<file path="config.mk">
export PLATFORM = sky130hd
export DESIGN_NAME = card_select_ctrl
export DESIGN_NICKNAME = d
export VERILOG_FILES = /design/src/rtl/card_game_pkg.sv /design/src/rtl/btn_edge.sv /design/src/rtl/card_select_ctrl.sv
export SDC_FILE = /design/constraint.sdc
export NUM_CORES = 1
export LEC_CHECK = 0
export CELL_PAD_IN_SITES_DETAIL_PLACEMENT = 0
export CELL_PAD_IN_SITES_GLOBAL_PLACEMENT = 1
export CORE_UTILIZATION = 32
export DETAILED_ROUTE_END_ITERATION = 10
export PLACE_DENSITY_LB_ADDON = 0.1
export SYNTH_ARGS = -nofsm -noshare
export SYNTH_HDL_FRONTEND = slang
export SYNTH_HIERARCHICAL = 1
export SYNTH_SLANG_ARGS = --single-unit
export TNS_END_PERCENT = 10
</file>
<file path="constraint.sdc">
create_clock -name clock -period 5.5 [get_ports clock]
set_input_delay 1.1 -clock clock [delete_from_list [all_inputs] [get_ports clock]]
set_output_delay 1.1 -clock clock [all_outputs]
set_load 0.05 [all_outputs]
</file>
<file path="src/rtl/card_game_pkg.sv">
// Shared types for the memory card game: card mask/address types and the
// select-controller state encoding.
package card_game_pkg;

  localparam int NUM_CARDS = 36;
  localparam int ADDR_W    = 6;

  typedef logic [NUM_CARDS-1:0] card_mask_t;
  typedef logic [ADDR_W-1:0]    card_addr_t;

  typedef enum logic [2:0] {
    PICK1,
    PICK2,
    WAIT_CMP,
    HOLD,
    DONE
  } sel_state_t;

  // One-hot mask with only the bit of the given card set.
  function automatic card_mask_t card_bit(input card_addr_t addr);
    return card_mask_t'(1) << addr;
  endfunction

endpackage

</file>
<file path="src/rtl/btn_edge.sv">
// N-bit rising-edge detector for already-synchronised button levels.
// The previous level is registered; rise is high for the first cycle of a press.
module btn_edge #(
  parameter int N = 1
) (
  input  logic         clock,
  input  logic         reset,
  input  logic [N-1:0] level,
  output logic [N-1:0] rise
);

  logic [N-1:0] prev;

  // NOTE: sequential state is written with non-blocking (<=) assignments only,
  // so every register samples the values from before the clock edge.
  always_ff @(posedge clock) begin
    if (reset) prev <= '0;
    else       prev <= level;
  end

  assign rise = level & ~prev;

endmodule

</file>
<file path="src/rtl/card_select_ctrl.sv">
// Player-input front end of the memory card game: cursor movement, card
// selection strobes, pick state and the face-up mask shown by the renderer.
module card_select_ctrl
  import card_game_pkg::*;
#(
  parameter int GRID_W      = 6,
  parameter int GRID_H      = 6,
  parameter int HOLD_CYCLES = 50_000_000
) (
  input  logic             clock,
  input  logic             reset,
  input  logic             btn_up,
  input  logic             btn_down,
  input  logic             btn_left,
  input  logic             btn_right,
  input  logic             btn_a,
  input  logic             match_valid,
  input  logic             match_hit,
  input  logic             game_over,
  output logic [ADDR_W-1:0] cursor_addr,
  output logic             sel_pulse,
  output logic             pick_state,
  output logic [NUM_CARDS-1:0] face_up,
  output logic             busy
);

  // Counter holds HOLD_CYCLES-1 down to 0, so it needs clog2(HOLD_CYCLES) bits.
  localparam int CNT_W = (HOLD_CYCLES > 1) ? $clog2(HOLD_CYCLES) : 1;
  localparam logic [CNT_W-1:0] HOLD_LOAD = CNT_W'(HOLD_CYCLES - 1);
  localparam card_addr_t LAST_ROW = card_addr_t'(GRID_H - 1);
  localparam card_addr_t LAST_COL = card_addr_t'(GRID_W - 1);
  localparam card_addr_t ADDR_ONE = card_addr_t'(1);

  logic [4:0] rise;
  logic       up_e, down_e, left_e, right_e, a_e;

  btn_edge #(.N(5)) u_btn_edge (
    .clock (clock),
    .reset (reset),
    .level ({btn_up, btn_down, btn_left, btn_right, btn_a}),
    .rise  (rise)
  );

  assign {up_e, down_e, left_e, right_e, a_e} = rise;

  sel_state_t       state;
  card_addr_t       row, col;
  card_addr_t       first_addr, second_addr;
  card_mask_t       matched;
  logic [CNT_W-1:0] hold_cnt;
  logic             move_ok, a_free;

  assign cursor_addr = card_addr_t'(row * card_addr_t'(GRID_W) + col);
  assign move_ok     = (state == PICK1) || (state == PICK2) || (state == HOLD);
  assign a_free      = a_e && !matched[cursor_addr];

  always_ff @(posedge clock) begin
    if (reset) begin
      state       <= PICK1;
      row         <= '0;
      col         <= '0;
      first_addr  <= '0;
      second_addr <= '0;
      matched     <= '0;
      hold_cnt    <= '0;
      sel_pulse   <= 1'b0;
      pick_state  <= 1'b0;
      busy        <= 1'b0;
    end else if (game_over || state == DONE) begin
      // Frozen until reset; only the strobe is dropped.
      state     <= DONE;
      sel_pulse <= 1'b0;
    end else begin
      sel_pulse <= 1'b0;

      if (move_ok) begin
        if (up_e)         row <= (row == '0)       ? LAST_ROW : row - ADDR_ONE;
        else if (down_e)  row <= (row == LAST_ROW) ? '0       : row + ADDR_ONE;
        else if (left_e)  col <= (col == '0)       ? LAST_COL : col - ADDR_ONE;
        else if (right_e) col <= (col == LAST_COL) ? '0       : col + ADDR_ONE;
      end

      case (state)
        PICK1: begin
          if (a_free) begin
            first_addr <= cursor_addr;
            sel_pulse  <= 1'b1;
            state      <= PICK2;
          end
        end
        PICK2: begin
          // pick_state rises one cycle late so the comparator sees the old
          // value alongside the first select strobe.
          if (sel_pulse) pick_state <= 1'b1;
          if (a_free && cursor_addr != first_addr) begin
            second_addr <= cursor_addr;
            sel_pulse   <= 1'b1;
            busy        <= 1'b1;
            state       <= WAIT_CMP;
          end
        end
        WAIT_CMP: begin
          if (match_valid) begin
            if (match_hit) begin
              matched    <= matched | card_bit(first_addr) | card_bit(second_addr);
              pick_state <= 1'b0;
              busy       <= 1'b0;
              state      <= PICK1;
            end else begin
              hold_cnt <= HOLD_LOAD;
              state    <= HOLD;
            end
          end
        end
        HOLD: begin
          if (hold_cnt == '0) begin
            first_addr  <= '0;
            second_addr <= '0;
            pick_state  <= 1'b0;
            busy        <= 1'b0;
            state       <= PICK1;
          end else begin
            hold_cnt <= hold_cnt - CNT_W'(1);
          end
        end
        default: state <= PICK1;
      endcase
    end
  end

  // NOTE: face_up gets a full default before any conditional update, so no
  // path through this block leaves it unassigned and no latch is inferred.
  always_comb begin
    face_up = matched;
    if (state == PICK2 || state == WAIT_CMP || state == HOLD)
      face_up = face_up | card_bit(first_addr);
    if (state == WAIT_CMP || state == HOLD)
      face_up = face_up | card_bit(second_addr);
    if (state == DONE)
      face_up = '1;
  end

endmodule
</file>
==> results.txt <==
- The flow ran to the end, and the final reports show no timing, DRC or antenna violations.
* Total via count in the routed design: 5964
- For the worst setup path, the data arrival time is 3.59 ns.
- The worst setup path is of the register to primary output kind.
* Leading cell types by count after synthesis: 124 x sky130_fd_sc_hd__nor2_1, 97 x sky130_fd_sc_hd__dfxtp_1, 69 x sky130_fd_sc_hd__a21oi_1
* Primary flip-flop cell chosen by synthesis mapping: sky130_fd_sc_hd__dfxtp_1
- The number of pins exceeding their max-slew limit in the final report was 0.
- The initial antenna violation count was 0.
* Antenna Diode Count: 0
- Final-layout setup total negative slack: 0 ns
* Number of antenna-violating nets in the routed design: 0
* Final setup skew: 0.0110 ns
- Number of buffers between clock root and the deepest sink: 2
- TritonCTS built the clock tree.
- The worst hold path terminates at hold_cnt[16].
* Number of gates given a new drive strength after cts: 0
* Clock root buffer master: sky130_fd_sc_hd__clkbuf_16
- Buffers added to address setup during post-CTS repair amount to 0.
- Endpoints failing hold: 0
- Synthesis instantiated 68 different standard cells from the library.
* Synth top area share: 0.314
- The total overflow left after global routing is 0.
- Detailed Route WL: approximately 20 mm
* Area occupied by multi-input gates: around 0.004 mm2
* Critical Path Source Type: register
* Synth Area per Inst: about 8 um2
- At the later pin of the worst-skew pair, clock insertion delay measures 0.36 ns.
- Number of warning messages in the yosys log: 6
- Largest family of logic cells by synthesized area: simple AND/OR/NAND/NOR gates
* Worst hold path cell count: 2
- For this design, the slowest cell found on the critical path is sky130_fd_sc_hd__clkdlybuf4s50_1.
- After legalization and detailed placement, the total HPWL measured 14.2 mm.
- STA puts the critical path data required time at around 4.4 ns.
- Maximum clock rate: 0.213 GHz
* Cell type contributing the most total cell area after synthesis: sky130_fd_sc_hd__dfxtp_1
- Maximum number of pins on one net before global-route repair: 74
- The layout has 1945 filler cells.
- The startpoint identified for the worst register-to-register timing path is row[0].
* Total power per unit cell area: around 250 mW/mm2
- Of the total synthesized cell area, the portion taken by XOR and XNOR cells is 0.0553.
* Simple-gate area share of the yosys netlist: 0.261
- After clock tree synthesis, the clock-pin slew on the worst setup and hold paths is about 0.080 ns.
- Placed cell count: around 1000
- The pre-antenna-repair detailed-routing pass consisted of 5 iterations.
- Synthesis inferred 97 register bits.
- Flop2flop setup slack: 1.59 ns
* Finish-stage setup viols: 0
- Leak: approximately 2.5 nW
- In this run the number of H-tree levels came out at 3.
* Fin crit period: 4.69 ns
- On the worst path, the slowest cell contributes a delay of about 0.90 ns.
- The critical path goes through ha_1 -> fa_1 -> ha_1 -> a21o_1 -> a21oi_1 -> xnor3_1 -> clkdlybuf4s50_1.
- During placement, the flow inserted port buffers numbering 54.
- Complex-gate fraction of the synthesized area: 0.234
- For this run, design rule violations remaining after detail routing come to 0.
* Initial core utilization: 0.328
* Hold_buf cts: 0
- The tool flagged a number of max-cap violations equal to 0.
- TritonCTS created 9 clock buffers.
- Relative slew slack: 0.225
- The die is 141 um wide.
- The first global-routing pass estimated 31.4 mm of wire.
* Fraction of layout instances using a drive strength above 1: 0.0585
- The finished cells cover ~0.0072 mm2.
* Sequential share of the synthesized area: 0.314
- Number of DRC markers in iteration 0: roughly 540
* Vertical die dimension: 141 um
- Kind of cell adding the most delay to the critical path: adder cells
- Of the total synthesized cell area, the portion taken by full adders, half adders and majority gates is 0.0470.
- Of all nets on the critical path, the largest fanout is 9.
- Via count of the first global-routing pass: 5643
* Total I/O pin count: between 50 and 60
- Number of buffer and inverter instances along the worst setup path: 1
- Most numerous cell in the Yosys netlist: sky130_fd_sc_hd__nor2_1
- Top area cells in the synthesized netlist: sky130_fd_sc_hd__dfxtp_1 31%, sky130_fd_sc_hd__nor2_1 7.5%, sky130_fd_sc_hd__a21oi_1 5.6%
- Average via count per standard cell: around 5.6
- Cell occurring most often along the worst timing path: sky130_fd_sc_hd__ha_1
* Die outline area: 0.0199 mm2
- After the flow finishes, the layout carries non-filler instances totaling approximately 1100.
- Relative area change from synthesis to final layout: 16.3%
- The worst register-to-register path has a depth of 9.
- For the pin with the worst max-slew slack, the measured transition is ~1.2 ns.
- Net count of the mapped netlist: 811
- Final core utilization: 0.381
* Number of clock sinks: 97
- Average wire length per cell after detail routing: 18.7 um
- Number of nets in the layout: 831
- The floorplan has 50 rows.
- Routability-driven placement finished with a final weighted congestion of 0.850.
- Setup repair after global routing left no endpoint under its margin.
* Footprint of the flip-flops and latches: between 0.0015 and 0.002 mm2
- EDFF count, synth: 0
- Maximum ir drop on the vdd rail: 0.149 mV
* Standard cell area after detailed placement: 0.00686 mm2
* Number of instances in the synthesized netlist: 779
* Worst R2R End: first_addr[4]
- Total global-route track usage: 0.205
- Hold WC Path Type: register to register
* Mapped Area: a little over 0.006 mm2
- Post-route fraction of the period consumed by the critical path: 0.853
- Worst Min Path Start: hold_cnt[16]
- The core region is 0.0188 mm2.
- Post-synthesis mux area share: 0.0478
- STA classifies the critical path endpoint as a primary output.
- Of all flip-flops after synthesis, the portion carrying an async set or reset was 0.
sequential cells by signal, indices dropped and copies added (netlist names):
name	cells
pick_state	1
row	6
state	3
hold_cnt	26
second_addr	6
u_btn_edge/prev	5
busy	1
first_addr	6
sel_pulse	1
col	6
matched	36
how the worst max path moves through the flow:
stage / start / end / slack, ns / depth (start not counted)
after detailed placement: row[0] / cursor_addr[5] / 1.21 / 7
after CTS: row[0] / cursor_addr[5] / 0.80 / 7
final: row[0] / cursor_addr[5] / 0.81 / 7
after floorplan: row[0] / first_addr[3] / 1.92 / 11
after global routing: row[0] / cursor_addr[5] / 0.63 / 7
after global placement: row[0] / cursor_addr[5] / 1.30 / 7
placed cells by master, fill, tap and decap left out, types with 5 or more instances in the layout:
cell | Yosys | routed
sky130_fd_sc_hd__nor2_1 | 124 | 124
sky130_fd_sc_hd__dfxtp_1 | 97 | 97
sky130_fd_sc_hd__a21oi_1 | 69 | 69
sky130_fd_sc_hd__nand2_1 | 55 | 55
sky130_fd_sc_hd__clkdlybuf4s50_1 | 0 | 53
sky130_fd_sc_hd__o22ai_1 | 38 | 38
sky130_fd_sc_hd__nand2b_1 | 26 | 26
sky130_fd_sc_hd__o221ai_1 | 24 | 24
sky130_fd_sc_hd__nand3_1 | 23 | 23
sky130_fd_sc_hd__ha_1 | 20 | 20
sky130_fd_sc_hd__a211oi_1 | 19 | 19
sky130_fd_sc_hd__o21ai_0 | 19 | 19
sky130_fd_sc_hd__xor2_1 | 18 | 18
sky130_fd_sc_hd__nor2b_1 | 18 | 18
sky130_fd_sc_hd__or3_1 | 17 | 17
sky130_fd_sc_hd__mux2i_1 | 16 | 16
sky130_fd_sc_hd__xnor2_1 | 14 | 14
sky130_fd_sc_hd__inv_1 | 13 | 13
sky130_fd_sc_hd__nor3_1 | 12 | 12
sky130_fd_sc_hd__or2_2 | 10 | 10
sky130_fd_sc_hd__clkbuf_16 | 0 | 9
sky130_fd_sc_hd__o211ai_1 | 7 | 7
sky130_fd_sc_hd__and3_1 | 6 | 6
sky130_fd_sc_hd__nand3b_1 | 6 | 6
sky130_fd_sc_hd__nand4_1 | 5 | 5
sky130_fd_sc_hd__a22oi_1 | 5 | 5
sky130_fd_sc_hd__mux4_2 | 5 | 5
sky130_fd_sc_hd__or4_1 | 5 | 5
final cells by class:
class                           count  share of cell area
Multi-Input combinational cell    620               0.554
Sequential cell                    97               0.270
Timing Repair Buffer               58              0.0787
Clock inverter                      7              0.0131
Inverter                           13             0.00679
Clock buffer                        9              0.0314
Tap cell                          260              0.0453
layer usage:
metal,track usage,wire length [um],up-vias
li1,-,-,2883
met3,0.0380,1090,13
met2,0.323,9120,194
met5,0,0,-
met4,0.0555,167,0
met1,0.286,9540,2874
through the flow:
| stage | hold WS (ns) | power [W] | setup WS [ns] |
|---|---|---|---|
| finish | 0.469 | 0.00182 | 0.808 |
| global route | 0.497 | 0.00190 | 0.631 |
| CTS | 0.477 | 0.00184 | 0.803 |
| detailed placement | 0.466 | 0.00114 | 1.21 |
| global placement | 0.461 | 0.00114 | 1.30 |
| floorplan | 0.442 | 0.00102 | 1.92 |
worst register-to-register path, cell delays in order (launching register included):
cell and delay [ns]:
sky130_fd_sc_hd__dfxtp_1 0.51, sky130_fd_sc_hd__inv_1 0.08, sky130_fd_sc_hd__ha_1 0.37, sky130_fd_sc_hd__fa_1 1.02, sky130_fd_sc_hd__mux4_2 0.46, sky130_fd_sc_hd__mux2i_1 0.16, sky130_fd_sc_hd__mux2_2 0.19, sky130_fd_sc_hd__o211ai_1 0.14
sky130_fd_sc_hd__a2111oi_4 0.67, sky130_fd_sc_hd__mux2i_1 0.25
cells by family (layout without fill, tap and decap cells):
| group | after synthesis | count (layout) |
|---|---|---|
| adder cells (fa/ha/maj) | 22 | 22 |
| AND/OR/NAND/NOR | 324 | 324 |
| flip-flops | 97 | 97 |
| XOR/XNOR | 35 | 35 |
| buffers and inverters | 62 | 87 |
| multiplexers | 23 | 23 |
| AO/OA/AOI/OAI | 216 | 216 |
power breakdown:
group	internal [W]	switching (W)	total, W
clock network	0.000367	0.000326	0.000693
registers	0.000710	0.0000180	0.000728
logic	0.000134	0.000263	0.000397
Note: power is estimated with default switching activity, not from simulation.
